`src/rtl/serial_rx_if.sv`:
```
// Byte hand-off bus between serial_rx (master) and its consumer (slave).
// One-deep valid/ready: data_out is held until data_valid & data_ready.
interface serial_rx_if;
    logic [7:0] data_out;
    logic       data_valid;
    logic       data_ready;

    modport master (
        output data_out,
        output data_valid,
        input  data_ready
    );

    modport slave (
        input  data_out,
        input  data_valid,
        output data_ready
    );
endinterface

```
`src/rtl/serial_rx.sv`:
```
// Serial receiver: start + 8 data bits (MSB first) + stop, one-deep output buffer.
// Define SERIAL_RX_PARITY_EN to add an even-parity bit and the parity_error port.
module serial_rx #(
    parameter int CLKS_PER_BIT = 16,
    parameter bit IDLE_LEVEL   = 1'b1
) (
    input  logic        clk,
    input  logic        rst,
    input  logic        serial_in,
    serial_rx_if.master rx_bus,
    output logic        busy,
    output logic        frame_error,
    output logic        overrun
`ifdef SERIAL_RX_PARITY_EN
    ,
    output logic        parity_error
`endif
);

    localparam int CW          = $clog2(CLKS_PER_BIT);
    localparam bit START_LEVEL = ~IDLE_LEVEL;
    localparam logic [CW-1:0] HALF_M1 = CW'(CLKS_PER_BIT / 2 - 1);
    localparam logic [CW-1:0] FULL_M1 = CW'(CLKS_PER_BIT - 1);

    if (CLKS_PER_BIT < 4 || (CLKS_PER_BIT % 2) != 0) begin : g_bad_param
        $error("serial_rx: CLKS_PER_BIT must be even and >= 4");
    end

    typedef enum logic [2:0] {
        ST_IDLE,
        ST_START,
        ST_DATA,
`ifdef SERIAL_RX_PARITY_EN
        ST_PARITY,
`endif
        ST_STOP,
        ST_WAIT_IDLE
    } state_t;

    state_t        state;
    logic [1:0]    sync_q;
    logic [CW-1:0] cyc_cnt;
    logic [2:0]    bit_cnt;
    logic [7:0]    shift_q;
    logic          s;
    logic          par_fail;
    logic          frame_good;
    logic          buf_free;

    assign s = sync_q[1];

`ifdef SERIAL_RX_PARITY_EN
    logic par_q;
    assign par_fail = ^{shift_q, par_q};
`else
    assign par_fail = 1'b0;
`endif

    assign frame_good = (s == IDLE_LEVEL) && !par_fail;
    assign buf_free   = !rx_bus.data_valid || rx_bus.data_ready;

    always_ff @(posedge clk) begin
        if (rst) begin
            // NOTE: the synchroniser resets to the idle level so reset itself never looks like a start edge.
            sync_q            <= {2{IDLE_LEVEL}};
            state             <= ST_IDLE;
            cyc_cnt           <= '0;
            bit_cnt           <= '0;
            shift_q           <= '0;
            rx_bus.data_out   <= '0;
            rx_bus.data_valid <= 1'b0;
            busy              <= 1'b0;
            frame_error       <= 1'b0;
            overrun           <= 1'b0;
`ifdef SERIAL_RX_PARITY_EN
            par_q             <= 1'b0;
            parity_error      <= 1'b0;
`endif
        end else begin
            sync_q  <= {sync_q[0], serial_in};
            cyc_cnt <= cyc_cnt + 1'b1;
            // NOTE: pulses and the consume default first; a later non-blocking write in this block overrides them.
            frame_error <= 1'b0;
            overrun     <= 1'b0;
`ifdef SERIAL_RX_PARITY_EN
            parity_error <= 1'b0;
`endif
            if (rx_bus.data_valid && rx_bus.data_ready)
                rx_bus.data_valid <= 1'b0;

            case (state)
                ST_IDLE: begin
                    cyc_cnt <= '0;
                    if (s == START_LEVEL) begin
                        state <= ST_START;
                        busy  <= 1'b1;
                    end
                end
                ST_START: begin
                    if (cyc_cnt == HALF_M1) begin
                        cyc_cnt <= '0;
                        bit_cnt <= '0;
                        if (s == START_LEVEL) begin
                            state <= ST_DATA;
                        end else begin
                            state <= ST_IDLE;
                            busy  <= 1'b0;
                        end
                    end
                end
                ST_DATA: begin
                    if (cyc_cnt == FULL_M1) begin
                        cyc_cnt <= '0;
                        shift_q <= {shift_q[6:0], s};
                        bit_cnt <= bit_cnt + 1'b1;
                        if (bit_cnt == 3'd7) begin
`ifdef SERIAL_RX_PARITY_EN
                            state <= ST_PARITY;
`else
                            state <= ST_STOP;
`endif
                        end
                    end
                end
`ifdef SERIAL_RX_PARITY_EN
                ST_PARITY: begin
                    if (cyc_cnt == FULL_M1) begin
                        cyc_cnt <= '0;
                        par_q   <= s;
                        state   <= ST_STOP;
                    end
                end
`endif
                ST_STOP: begin
                    if (cyc_cnt == FULL_M1) begin
                        cyc_cnt <= '0;
`ifdef SERIAL_RX_PARITY_EN
                        parity_error <= par_fail;
`endif
                        if (s == IDLE_LEVEL) begin
                            state <= ST_IDLE;
                            busy  <= 1'b0;
                        end else begin
                            frame_error <= 1'b1;
                            state       <= ST_WAIT_IDLE;
                        end
                        // Load when free (including a same-cycle consume), else drop the new byte.
                        if (frame_good) begin
                            if (buf_free) begin
                                rx_bus.data_out   <= shift_q;
                                rx_bus.data_valid <= 1'b1;
                            end else begin
                                overrun <= 1'b1;
                            end
                        end
                    end
                end
                ST_WAIT_IDLE: begin
                    if (s == IDLE_LEVEL) begin
                        state <= ST_IDLE;
                        busy  <= 1'b0;
                    end
                end
                default: begin
                    state <= ST_IDLE;
                    busy  <= 1'b0;
                end
            endcase
        end
    end

endmodule

```
`src/flat_wrapper.sv`:
```
// flat-port wrapper written by rule: the top's interface ports become plain ports
module serial_rx_flat 
#(
    parameter int CLKS_PER_BIT = 16,
    parameter bit IDLE_LEVEL   = 1'b1
)
  (clk, rst, serial_in, busy, frame_error, overrun, rx_bus_data_out, rx_bus_data_valid, rx_bus_data_ready);
  serial_rx_if rx_bus_i ();
  input  logic clk;
  input  logic rst;
  input  logic serial_in;
  output logic busy;
  output logic frame_error;
  output logic overrun;
  output wire logic [$bits(rx_bus_i.data_out)-1:0] rx_bus_data_out;
  output wire logic [$bits(rx_bus_i.data_valid)-1:0] rx_bus_data_valid;
  input wire logic [$bits(rx_bus_i.data_ready)-1:0] rx_bus_data_ready;
  assign rx_bus_data_out = rx_bus_i.data_out;
  assign rx_bus_data_valid = rx_bus_i.data_valid;
  assign rx_bus_i.data_ready = rx_bus_data_ready;
  serial_rx #(.CLKS_PER_BIT(CLKS_PER_BIT), .IDLE_LEVEL(IDLE_LEVEL)) u_core (.clk(clk), .rst(rst), .serial_in(serial_in), .rx_bus(rx_bus_i), .busy(busy), .frame_error(frame_error), .overrun(overrun));
endmodule
```
`config.mk`:
```
export PLATFORM = sky130hd
export DESIGN_NAME = serial_rx_flat
export DESIGN_NICKNAME = d
export VERILOG_FILES = /design/src/rtl/serial_rx_if.sv /design/src/rtl/serial_rx.sv /design/src/flat_wrapper.sv
export SDC_FILE = /design/constraint.sdc
export NUM_CORES = 1
export LEC_CHECK = 0
export ABC_CLOCK_PERIOD_IN_PS = 1600
export BUFFER_PORTS_ARGS = -buffer_cell sky130_fd_sc_hd__clkbuf_2
export CORE_MARGIN = 2
export CORE_UTILIZATION = 51
export DETAILED_ROUTE_END_ITERATION = 12
export GPL_ROUTABILITY_DRIVEN = 0
export PLACE_DENSITY = 0.74
export SLEW_MARGIN = 20
export SYNTH_ARGS = -nofsm -noshare
export SYNTH_HDL_FRONTEND = slang
export SYNTH_SLANG_ARGS = --single-unit
```
`constraint.sdc`:
```
create_clock -name clk -period 1.6 [get_ports clk]
set_input_delay 0 -clock clk [delete_from_list [all_inputs] [get_ports clk]]
set_output_delay 0 -clock clk [all_outputs]
set_load 0.02 [all_outputs]
```
Word level (Yosys, flattened, before mapping). Cells that the tools add are included. Widths: inputs -> output; s select.

Flip-flop bits (word level): 32. Bits of input ports: 4.

Add/sub/neg operators: 2. Equality and inequality tests: 13. Muxes and demuxes: 27. Bitwise logic cells: 4. Reduce and logical (&&, ||, !) cells: 13.

Operator list (number): $mux 3 (9); $pmux 3 s5 (1); $pmux 4 s3 (1); $mux 1 (11); $ne 2x1->1 const B (5); $mux 4 (2); $reduce_and 4->1 (2); $eq 3x2->1 const B (2); $eq 3x3->1 const B (2); $pmux 3 s2 (1); $reduce_and 6->1 (1); $pmux 1 s5 (1); $add 4x1->4 const B (1); $eq 4x3->1 const B (1); $eq 4x4->1 const B (1); $not 1->1 (4); $reduce_or 4->1 (1); $add 3x1->3 const B (1); $eq 3x1->1 const B (1); $logic_not 3->1 (1); $reduce_and 3->1 (1); $reduce_or 3->1 (1); $mux 2 (1); $ne 2x2->1 const B (1); other kinds (6) (6).

Longest topological paths before layout. Gate-level depths: netlist of run 1.

Depth in word-level cells: 6. Gate-level depth with buffers: 6. Mapped depth without buffers: 5.

Worst setup path before layout of run 1. No wires, ideal clock.

Kind: reg2reg. Start point: register u_core.cyc_cnt[3]. End point: register u_core.bit_cnt[0]. Setup time: 121 ps. Arrival: 1439 ps. Required time: 1479 ps. Slack: 40 ps. Cell stages (with the launch flop): 5. Period minus slack after synthesis: 1560 ps. Cells stage by stage: dfxtp_1 buf_2 or3b_1 a211oi_2 mux2_2.

Cells in the longest elaborated chain, start to end: 3.

RTL lines: start, declared (RTL line serial_rx.sv:42) `logic [CW-1:0] cyc_cnt;`; start signal, assigned (RTL line serial_rx.sv:81) `cyc_cnt <= cyc_cnt + 1'b1;`; $eq 4x4->1 / $eq 4x3->1 (equally long branches) (RTL line serial_rx.sv:112, serial_rx.sv:100); $ne 2x1->1 (no line); $reduce_and 3->1 (no line) *; end signal, assigned (RTL line serial_rx.sv:115) `bit_cnt <= bit_cnt + 1'b1;`; end, declared (RTL line serial_rx.sv:43) `logic [2:0] bit_cnt;`.

Mark *: on every way between the ends. The rest lies on a longest branch, timed or not. A chain may end at the register's enable or synchronous reset.

Worst setup path after layout of run 1.
Start point: register u_core.state[0]. End point: register u_core.frame_error.

Cells in the longest elaborated chain, start to end: 3.

RTL lines: start, declared (RTL line serial_rx.sv:40) `state_t state;`; start signal, assigned (RTL line serial_rx.sv:66) `state <= ST_IDLE;`; start signal, assigned (RTL line serial_rx.sv:95) `state <= ST_START;`; start signal, assigned (RTL line serial_rx.sv:104) `state <= ST_DATA;`; $eq 3x2->1 (RTL line serial_rx.sv:91) `case (state)`; $not 1->1 (no line); $reduce_or 3->1 (no line); end signal, assigned (RTL line serial_rx.sv:73) `frame_error <= 1'b0;`; end signal, assigned (RTL line serial_rx.sv:83) `frame_error <= 1'b0;`; end signal, assigned (RTL line serial_rx.sv:144) `frame_error <= 1'b1;`; end, declared (RTL line serial_rx.sv:12) `output logic frame_error,`.

Every way passes these cells.

==> flow_summary.yaml, run 1 <==
sta:
  relSlewSlack: 0.7462
  fmax_ghz: 0.6525
  layout_setup_ws_ns: 0.06746
  timing.setup.tns_ns: 0
  finalCriticalPeriod_ns: 1.533
  worstMarginPinSlew_ns: 0.3784
  min_period_over_period: 0.9578
  drv_slew: 0
  fin_skew_ns: 0.008164
  finalSetupViolations: 0
  worst_hold_slack_ns: 0.3713
  hold_viol_final: 0
  rsz0062_at_grt: "false"
clock_tree:
  insertion_delay_ns: 0.34
  cts_tree: "built"
  post-cts-setup-buffers: 0
  clock-sinks: 32
  cts_buffers: 5
  clk_pin_slew_worst_paths_ns: 0.09
  ctsLongestPathBuffers: 2
  cts_max_level: 2
  root_buffer: "clkbuf_4"
power:
  p_leak_nw: 0.6188
  p_per_area_nw_per_um2: 749.5
  p_total_mw: 1.302
  ir_worst_vdd_mv: 0.6757
synth:
  ys_warn_count: 0
  synth_nets: 169
  syn_area_um2: 1491
  synth_enable_flop_cells: 0
  ys_seq_area_frac: 0.4295
  synthCells: 162
  async_reset_ff_frac: 0
  ys_ff_latch: 32
  yosysUniqueCellTypes: 38
  synth_flop_cell: "dfxtp_1"
  avgSynthCellArea_um2: 9.206
layout:
  nFillCells: 219
  nets: 191
  antennaDiodeCount: 0
  final_common_cell: "dfxtp_1"
  drive_above_1_share: 0.2554
  area_growth_pct: 16.44
  multi_input_area_um2: 799.5
  final_util: 0.6298
  postLayoutCellArea_um2: 1737
  register_area_um2: 641.9
  final_cell_mix: "dfxtp_1, nand2b_1, clkbuf_2"
  fin_cells: 215
floorplan:
  fp-row-count: 19
  die-area_um2: 3373
  die_w_um: 58.08
  io_pins: 16
  die_h_um: 58.08
  core_area_um2: 2758
  initial_core_util: 0.5408
grt:
  grt_overflow_total: 0
  grt_max_degree: 26
  grt_pass1_wl_mm: 5.133
  track_usage: 0.2044
  antenna_found_initial: 0
  grt_pass1_vias: 1167
flow_run:
  max_cap_violations: 0
detailed_routing:
  first_pass_iters: 4
  final_antenna_net_count: 0
  drt_iter0_markers: 28
  routed_wl_mm: 2.875
  drc: 0
  detail_route.wl_per_cell_um: 13.37
  vias: 1189
  routed_via_density: 5.530
setup_path:
  path_buf_inv: 0
  critPathLaunchType: "flop"
  max_stage_delay_ns: 0.54
  cp_max_fo: 6
  crit_slowest_cell: "or4_4"
  endpoint_kind: "flop"
  path_cells: "or4_4, and3_4, a2111oi_2"
  cp.arrival_ns: 1.78
  critical_path_class: "flop to flop"
  cp_top_family: "simple AND/OR/NAND/NOR gates"
  cp.required_ns: 1.84
place:
  io_buffers: 15
  dp_hpwl_mm: 1.988
  placed_cells: 205
  placed_cell_area_um2: 1632
  pre_cts_ws_ns: -0.1608
worst_hold_path:
  hp-class: "input port to flop"
run_status:
  status: "finished clean"
registers in the layout (all words and copies together), names as in the netlist:
register and cells:
u_core.shift_q 8, u_core.sync_q 2, u_core.busy 1, u_core.overrun 1
u_core.bit_cnt 3, u_core.cyc_cnt 4, u_core.frame_error 1, u_core.rx_bus.data_valid 1
u_core.state 3, u_core.rx_bus.data_out 8
per-layer routing:
metal | up-vias | part of all wire | track usage
met5 | - | 0 | 0
met4 | 0 | 0.034 | 0.1296
met3 | 10 | 0.034 | 0.05580
met2 | 24 | 0.44 | 0.3344
met1 | 541 | 0.49 | 0.2347
li1 | 614 | - | -
cell families (layout without fill, tap and decap cells):
family | after synthesis | count (layout) | synth area share
adder cells (fa/ha/maj) | 3 | 3 | 0.02517
AND/OR/NAND/NOR | 68 | 68 | 0.2785
AO/OA/AOI/OAI | 28 | 28 | 0.1200
buffers and inverters | 17 | 39 | 0.05286
XOR/XNOR | 2 | 2 | 0.01175
multiplexers | 12 | 12 | 0.08222
flip-flops | 32 | 32 | 0.4295
cells in the mapped netlist (2+ instances only):
cell type / count / area, um^2
nand4_1: 2 / 12.51
nand3_1: 14 / 70.07
nor3b_1: 3 / 22.52
mux2_2: 2 / 22.52
clkbuf_1: 10 / 37.54
nor2_1: 3 / 11.26
or2_2: 3 / 18.77
o21ai_0: 11 / 55.05
nand2b_1: 21 / 131.4
nor2b_1: 3 / 18.77
nand3b_1: 2 / 15.01
mux2i_1: 10 / 100.1
nand2_1: 2 / 7.510
nor3_1: 7 / 35.03
buf_2: 6 / 30.03
dfxtp_1: 32 / 640.6
a21oi_1: 8 / 40.04
ha_1: 3 / 37.54
tightest hold or removal path, cell delays in order:
cell	delay, ns
dlygate4sd3_1	0.52
clkbuf_2	0.09
or2_2	0.08
timing repair:
item                       4_1_cts  5_1_grt
hold buffers                     3        0
setup endpoints to repair        4       10
hold endpoints to repair         4        0
resized for setup                3        3
worst paths after layout:
check              startpoint                 end  slack, ns  cells past startpoint
max           u_core.state[0]  u_core.frame_error       0.07                      3
min                 serial_in    u_core.sync_q[0]       0.37                      3
max reg2reg   u_core.state[0]  u_core.frame_error       0.07                      3
min reg2reg  u_core.sync_q[0]    u_core.sync_q[1]       0.42                      1
power breakdown:
group	leakage, nW	internal [mW]	switching (mW)	total [mW]
combinational	0.332	0.0328	0.0312	0.0640
clock	0.0281	0.161	0.267	0.429
sequential	0.259	0.802	0.00667	0.809
final cells by class:
class                           count  share of cell area
Clock buffer                        6             0.02378
Clock inverter                      1            0.002882
Multi-Input combinational cell    113              0.4604
Sequential cell                    32              0.3696
Tap cell                           31             0.02233
Timing Repair Buffer               32              0.1210
Note: power is estimated with default switching activity, not from simulation.
==> run 2: changes to the inputs <==
--- a/config.mk
+++ b/config.mk
@@ -8,10 +8,10 @@
 export ABC_CLOCK_PERIOD_IN_PS = 1600
 export BUFFER_PORTS_ARGS = -buffer_cell sky130_fd_sc_hd__clkbuf_2
 export CORE_MARGIN = 2
-export CORE_UTILIZATION = 51
+export CORE_UTILIZATION = 45
 export DETAILED_ROUTE_END_ITERATION = 12
 export GPL_ROUTABILITY_DRIVEN = 0
-export PLACE_DENSITY = 0.74
+export PLACE_DENSITY = 0.66
 export SLEW_MARGIN = 20
 export SYNTH_ARGS = -nofsm -noshare
 export SYNTH_HDL_FRONTEND = slang
==> run 2 against run 1 <==
Cell count increased by 6.5%. Hold slack worse by 0.36 ns. Cell area up 1.7%. Routed wire length increased by 3.9%. Die area is 12% higher. Fmax up 0.56%. Clock power up 43%. Via count is 5.5% higher. Sequential power about the same. Power rose by 14%. Clock skew decreased by 0.00050 ns.
==> flow_summary.yaml, run 2 (synthesis gave the netlist of run 1 again) <==
setup_path:
  reg2reg_to: "u_core.state[0]"
  r2r_slack_ns: 0.08
  startpoint: "u_core.cyc_cnt[0]"
  critPathLaunchType: "flop"
  cp_max_fo: 3
  endpoint_kind: "flop"
  cp.required_ns: 1.83
  cp.arrival_ns: 1.76
  timing.rr.start: "u_core.cyc_cnt[0]"
  ff2ff_path_depth: 5
  critical_path_class: "flop to flop"
power:
  p_leak_nw: 0.6373
  p_per_area_nw_per_um2: 840.8
  ir_worst_vdd_mv: 0.4861
sta:
  timing.setup.tns_ns: 0
  hold_viol_final: 0
  rsz0062_at_grt: "true"
  relSlewSlack: 0.7411
  finalSetupViolations: 0
  worstMarginPinSlew_ns: 0.3860
  fmax_ghz: 0.6562
  min_period_over_period: 0.9525
  fin_skew_ns: 0.007662
  drv_slew: 0
  finalCriticalPeriod_ns: 1.524
grt:
  antenna_found_initial: 0
  track_usage: 0.1754
  grt_pass1_wl_mm: 4.802
  grt_max_degree: 26
  grt_pass1_vias: 1069
  grt_overflow_total: 0
detailed_routing:
  routed_wl_mm: 2.986
  drt_iter0_markers: 55
  final_antenna_net_count: 0
  drc: 0
  vias: 1254
  first_pass_iters: 4
  detail_route.wl_per_cell_um: 13.04
  routed_via_density: 5.476
floorplan:
  core_area_um2: 3103
  die-area_um2: 3791
  io_pins: 16
  initial_core_util: 0.4806
  fp-row-count: 20
  die_w_um: 61.57
  die_h_um: 61.57
clock_tree:
  clk_pin_slew_worst_paths_ns: 0.10
  clock-sinks: 32
  ctsLongestPathBuffers: 2
  cts_tree: "built"
  cts_buffers: 5
  root_buffer: "clkbuf_4"
  insertion_delay_ns: 0.34
  cts_max_level: 2
  post-cts-setup-buffers: 0
worst_hold_path:
  hold_depth: 2
  whs_endpoint: "u_core.rx_bus.data_valid"
  hp-class: "input port to flop"
  hp-start: "rst"
layout:
  drive_above_1_share: 0.2649
  postLayoutCellArea_um2: 1767
  final_common_cell: "dfxtp_1"
  antennaDiodeCount: 0
  final_cell_mix: "dfxtp_1, nand2b_1, clkbuf_2, buf_4, nand3_1"
  register_area_um2: 640.6
  largestRegisters: "u_core.rx_bus.data_out (8), u_core.shift_q (8), u_core.cyc_cnt (4)"
  area_growth_pct: 18.46
  multi_input_area_um2: 783.3
  nFillCells: 298
  nets: 191
place:
  io_buffers: 15
  placed_cell_area_um2: 1655
  dp_hpwl_mm: 2.082
flow_run:
  max_cap_violations: 0
run_status:
  status: "finished clean"
-- run 2: worst max path at each step --
| stage | endpoint | slack (ns) | cells after the start |
|---|---|---|---|
| floorplan | u_core.bit_cnt[0] | 0.04 | 4 |
| global placement | u_core.frame_error | 0.14 | 4 |
| detailed placement | u_core.frame_error | 0.05 | 4 |
| CTS | u_core.frame_error | 0.009 | 4 |
| global route | u_core.frame_error | -0.03 | 4 |
| finish | u_core.state[0] | 0.08 | 5 |
-- run 2: layer usage --
layer / track usage / vias to the layer above / part of all wire
li1: - / 616 / -
met1: 0.2346 / 586 / 0.47
met2: 0.2496 / 45 / 0.45
met3: 0.06513 / 7 / 0.055
met4: 0.08207 / 0 / 0.018
met5: 0 / - / 0
-- run 2: stage by stage --
stage	util	worst slack, ns	power, mW	instances	hold WS (ns)
floorplan	-	0.03992	0.8698	162	0.1038
CTS	0.5657	0.008793	1.501	229	0.001579
global placement	0.5335	0.1354	0.8832	219	0.1859
detailed placement	0.5335	0.04951	0.8845	219	0.1887
global route	0.5694	-0.03277	1.548	229	0.01404
finish	0.5694	0.07604	1.485	229	0.01183
-- run 2: final cells by class --
class	instances	area share
Sequential cell	32	0.3626
Clock buffer	5	0.02125
Tap cell	44	0.03116
Timing Repair Buffer	32	0.1176
Multi-Input combinational cell	113	0.4433
Clock inverter	3	0.02408
-- run 2: repair_timing --
item | CTS | global route
hold endpoints to repair | 2 | 0
setup endpoints to repair | 0 | 4
hold buffers | 2 | 0
gates resized for setup | 0 | 3
-- run 2: power by group --
part / internal (mW) / total (mW) / leakage, nW / switching, mW
Clock: 0.326 / 0.615 / 0.0412 / 0.290
Combinational: 0.0310 / 0.0618 / 0.338 / 0.0308
Sequential: 0.802 / 0.808 / 0.258 / 0.00606
Total: 1.16 / 1.49 / 0.637 / 0.326
-- run 2: critical path, cell delays in order (launching register included) --
cell	delay [ns]
dfxtp_1	0.37
ha_1	0.20
nor4bb_2	0.37
buf_4	0.18
nor3b_1	0.04
mux2_2	0.26
==> run 3: changes to the inputs <==
--- a/config.mk
+++ b/config.mk
@@ -11,6 +11,7 @@
 export CORE_UTILIZATION = 45
 export DETAILED_ROUTE_END_ITERATION = 12
 export GPL_ROUTABILITY_DRIVEN = 0
+export MAX_ROUTING_LAYER = met4
 export PLACE_DENSITY = 0.66
 export SLEW_MARGIN = 20
 export SYNTH_ARGS = -nofsm -noshare
==> run 3 against run 2 <==
Count of clock-buffer cells in the layout stayed put. Sequential share of layout area stayed put. Core utilization stayed put. Clock power hardly changed. Critical path type unchanged. Critical endpoint unchanged. Largest power group unchanged.
==> flow_summary.yaml, run 3 (synthesis gave the netlist of run 1 again) <==
layout:
  final_cell_mix: "dfxtp_1, nand2b_1, clkbuf_2, buf_4, nand3_1"
  antennaDiodeCount: 0
  nets: 191
  final_common_cell: "dfxtp_1"
  postLayoutCellArea_um2: 1767
  multi_input_area_um2: 783.3
  area_growth_pct: 18.46
  nFillCells: 298
  fin_cells: 229
  register_area_um2: 640.6
  largestRegisters: "u_core.rx_bus.data_out (8), u_core.shift_q (8), u_core.cyc_cnt (4)"
  drive_above_1_share: 0.2649
setup_path:
  r2r_slack_ns: 0.08
  critical_path_class: "flop to flop"
  cp.arrival_ns: 1.76
  cp.required_ns: 1.83
  cp_top_family: "simple AND/OR/NAND/NOR gates"
  reg2reg_to: "u_core.state[0]"
  ff2ff_path_depth: 5
  critPathLaunchType: "flop"
  cp_max_fo: 3
  path_buf_inv: 1
  path_cells: "ha_1, nor4bb_2, buf_4, nor3b_1, mux2_2"
  crit_slowest_cell: "dfxtp_1"
  endpoint_kind: "flop"
  timing.rr.start: "u_core.cyc_cnt[0]"
  max_stage_delay_ns: 0.37
power:
  ir_worst_vdd_mv: 0.4861
  p_per_area_nw_per_um2: 840.5
  p_leak_nw: 0.6373
sta:
  drv_slew: 0
  relSlewSlack: 0.7411
  layout_setup_ws_ns: 0.07604
  timing.setup.tns_ns: 0
  finalCriticalPeriod_ns: 1.524
  hold_viol_final: 0
  worst_hold_slack_ns: 0.01231
  finalSetupViolations: 0
  worstMarginPinSlew_ns: 0.3860
  fmax_ghz: 0.6562
  fin_skew_ns: 0.007108
  min_period_over_period: 0.9525
  rsz0062_at_grt: "true"
place:
  dp_hpwl_mm: 2.082
  pre_cts_ws_ns: 0.04951
  placed_cells: 219
  io_buffers: 15
  placed_cell_area_um2: 1655
detailed_routing:
  routed_via_density: 5.480
  drc: 0
  routed_wl_mm: 2.980
  vias: 1255
  first_pass_iters: 4
  drt_iter0_markers: 47
  detail_route.wl_per_cell_um: 13.01
  final_antenna_net_count: 0
floorplan:
  core_area_um2: 3103
  die-area_um2: 3791
  fp-row-count: 20
  die_w_um: 61.57
  die_h_um: 61.57
  io_pins: 16
  initial_core_util: 0.4806
worst_hold_path:
  hp-class: "input port to flop"
  hp-start: "rst"
  whs_endpoint: "u_core.rx_bus.data_valid"
  hold_depth: 2
grt:
  grt_overflow_total: 0
  grt_pass1_vias: 1066
  grt_max_degree: 26
  antenna_found_initial: 0
  grt_pass1_wl_mm: 4.809
  track_usage: 0.1813
clock_tree:
  cts_max_level: 2
  cts_buffers: 5
  insertion_delay_ns: 0.34
  clk_pin_slew_worst_paths_ns: 0.10
  ctsLongestPathBuffers: 2
  cts_tree: "built"
  root_buffer: "clkbuf_4"
  clock-sinks: 32
  post-cts-setup-buffers: 0
flow_run:
  max_cap_violations: 0
run_status:
  status: "finished clean"
run 3: power breakdown:
group,switching [mW],internal (mW),total [mW]
Combinational,0.0308,0.0310,0.0618
Sequential,0.00606,0.802,0.808
Clock,0.289,0.326,0.615
Total,0.326,1.16,1.48
run 3: worst max-delay path by stage:
stage	depth (start not counted)	from	slack [ns]	to
6_report	5	u_core.cyc_cnt[0]	0.08	u_core.state[0]
3_5_place_dp	4	u_core.cyc_cnt[0]	0.05	u_core.frame_error
3_3_place_gp	4	u_core.cyc_cnt[0]	0.14	u_core.frame_error
5_1_grt	4	u_core.cyc_cnt[0]	-0.03	u_core.frame_error
2_1_floorplan	4	u_core.cyc_cnt[3]	0.04	u_core.bit_cnt[0]
4_1_cts	4	u_core.cyc_cnt[0]	0.009	u_core.frame_error
run 3: layout make-up:
class                   instances  share of cell area
well taps                      44             0.03116
clock buffers                   5             0.02125
multi-input cells             113              0.4433
flip-flops and latches         32              0.3626
repair buffers                 32              0.1176
clock inverters                 3             0.02408
run 3: what timing repair did:
action                                  CTS  global route
endpoints found under the setup margin    0             4
gates resized for setup                   0             3
hold endpoints to repair                  2             0
hold buffers                              2             0
run 3: worst reg2reg max path: stages (launching register included):
cell      delay [ns]
dfxtp_1         0.37
ha_1            0.20
nor4bb_2        0.37
buf_4           0.18
nor3b_1         0.04
mux2_2          0.26
run 3: routing by layer:
layer,up-vias,global-route usage,part of all wire
li1,617,-,-
met1,584,0.2372,0.47
met5,-,-,0
met2,47,0.2481,0.45
met4,0,0.08207,0.018
met3,7,0.06513,0.058
run 3: metrics by stage:
step | power [mW] | util
final | 1.485 | 0.5694
after CTS | 1.501 | 0.5657
after global placement | 0.8832 | 0.5335
after floorplan | 0.8698 | -
after global routing | 1.548 | 0.5694
after detailed placement | 0.8845 | 0.5335
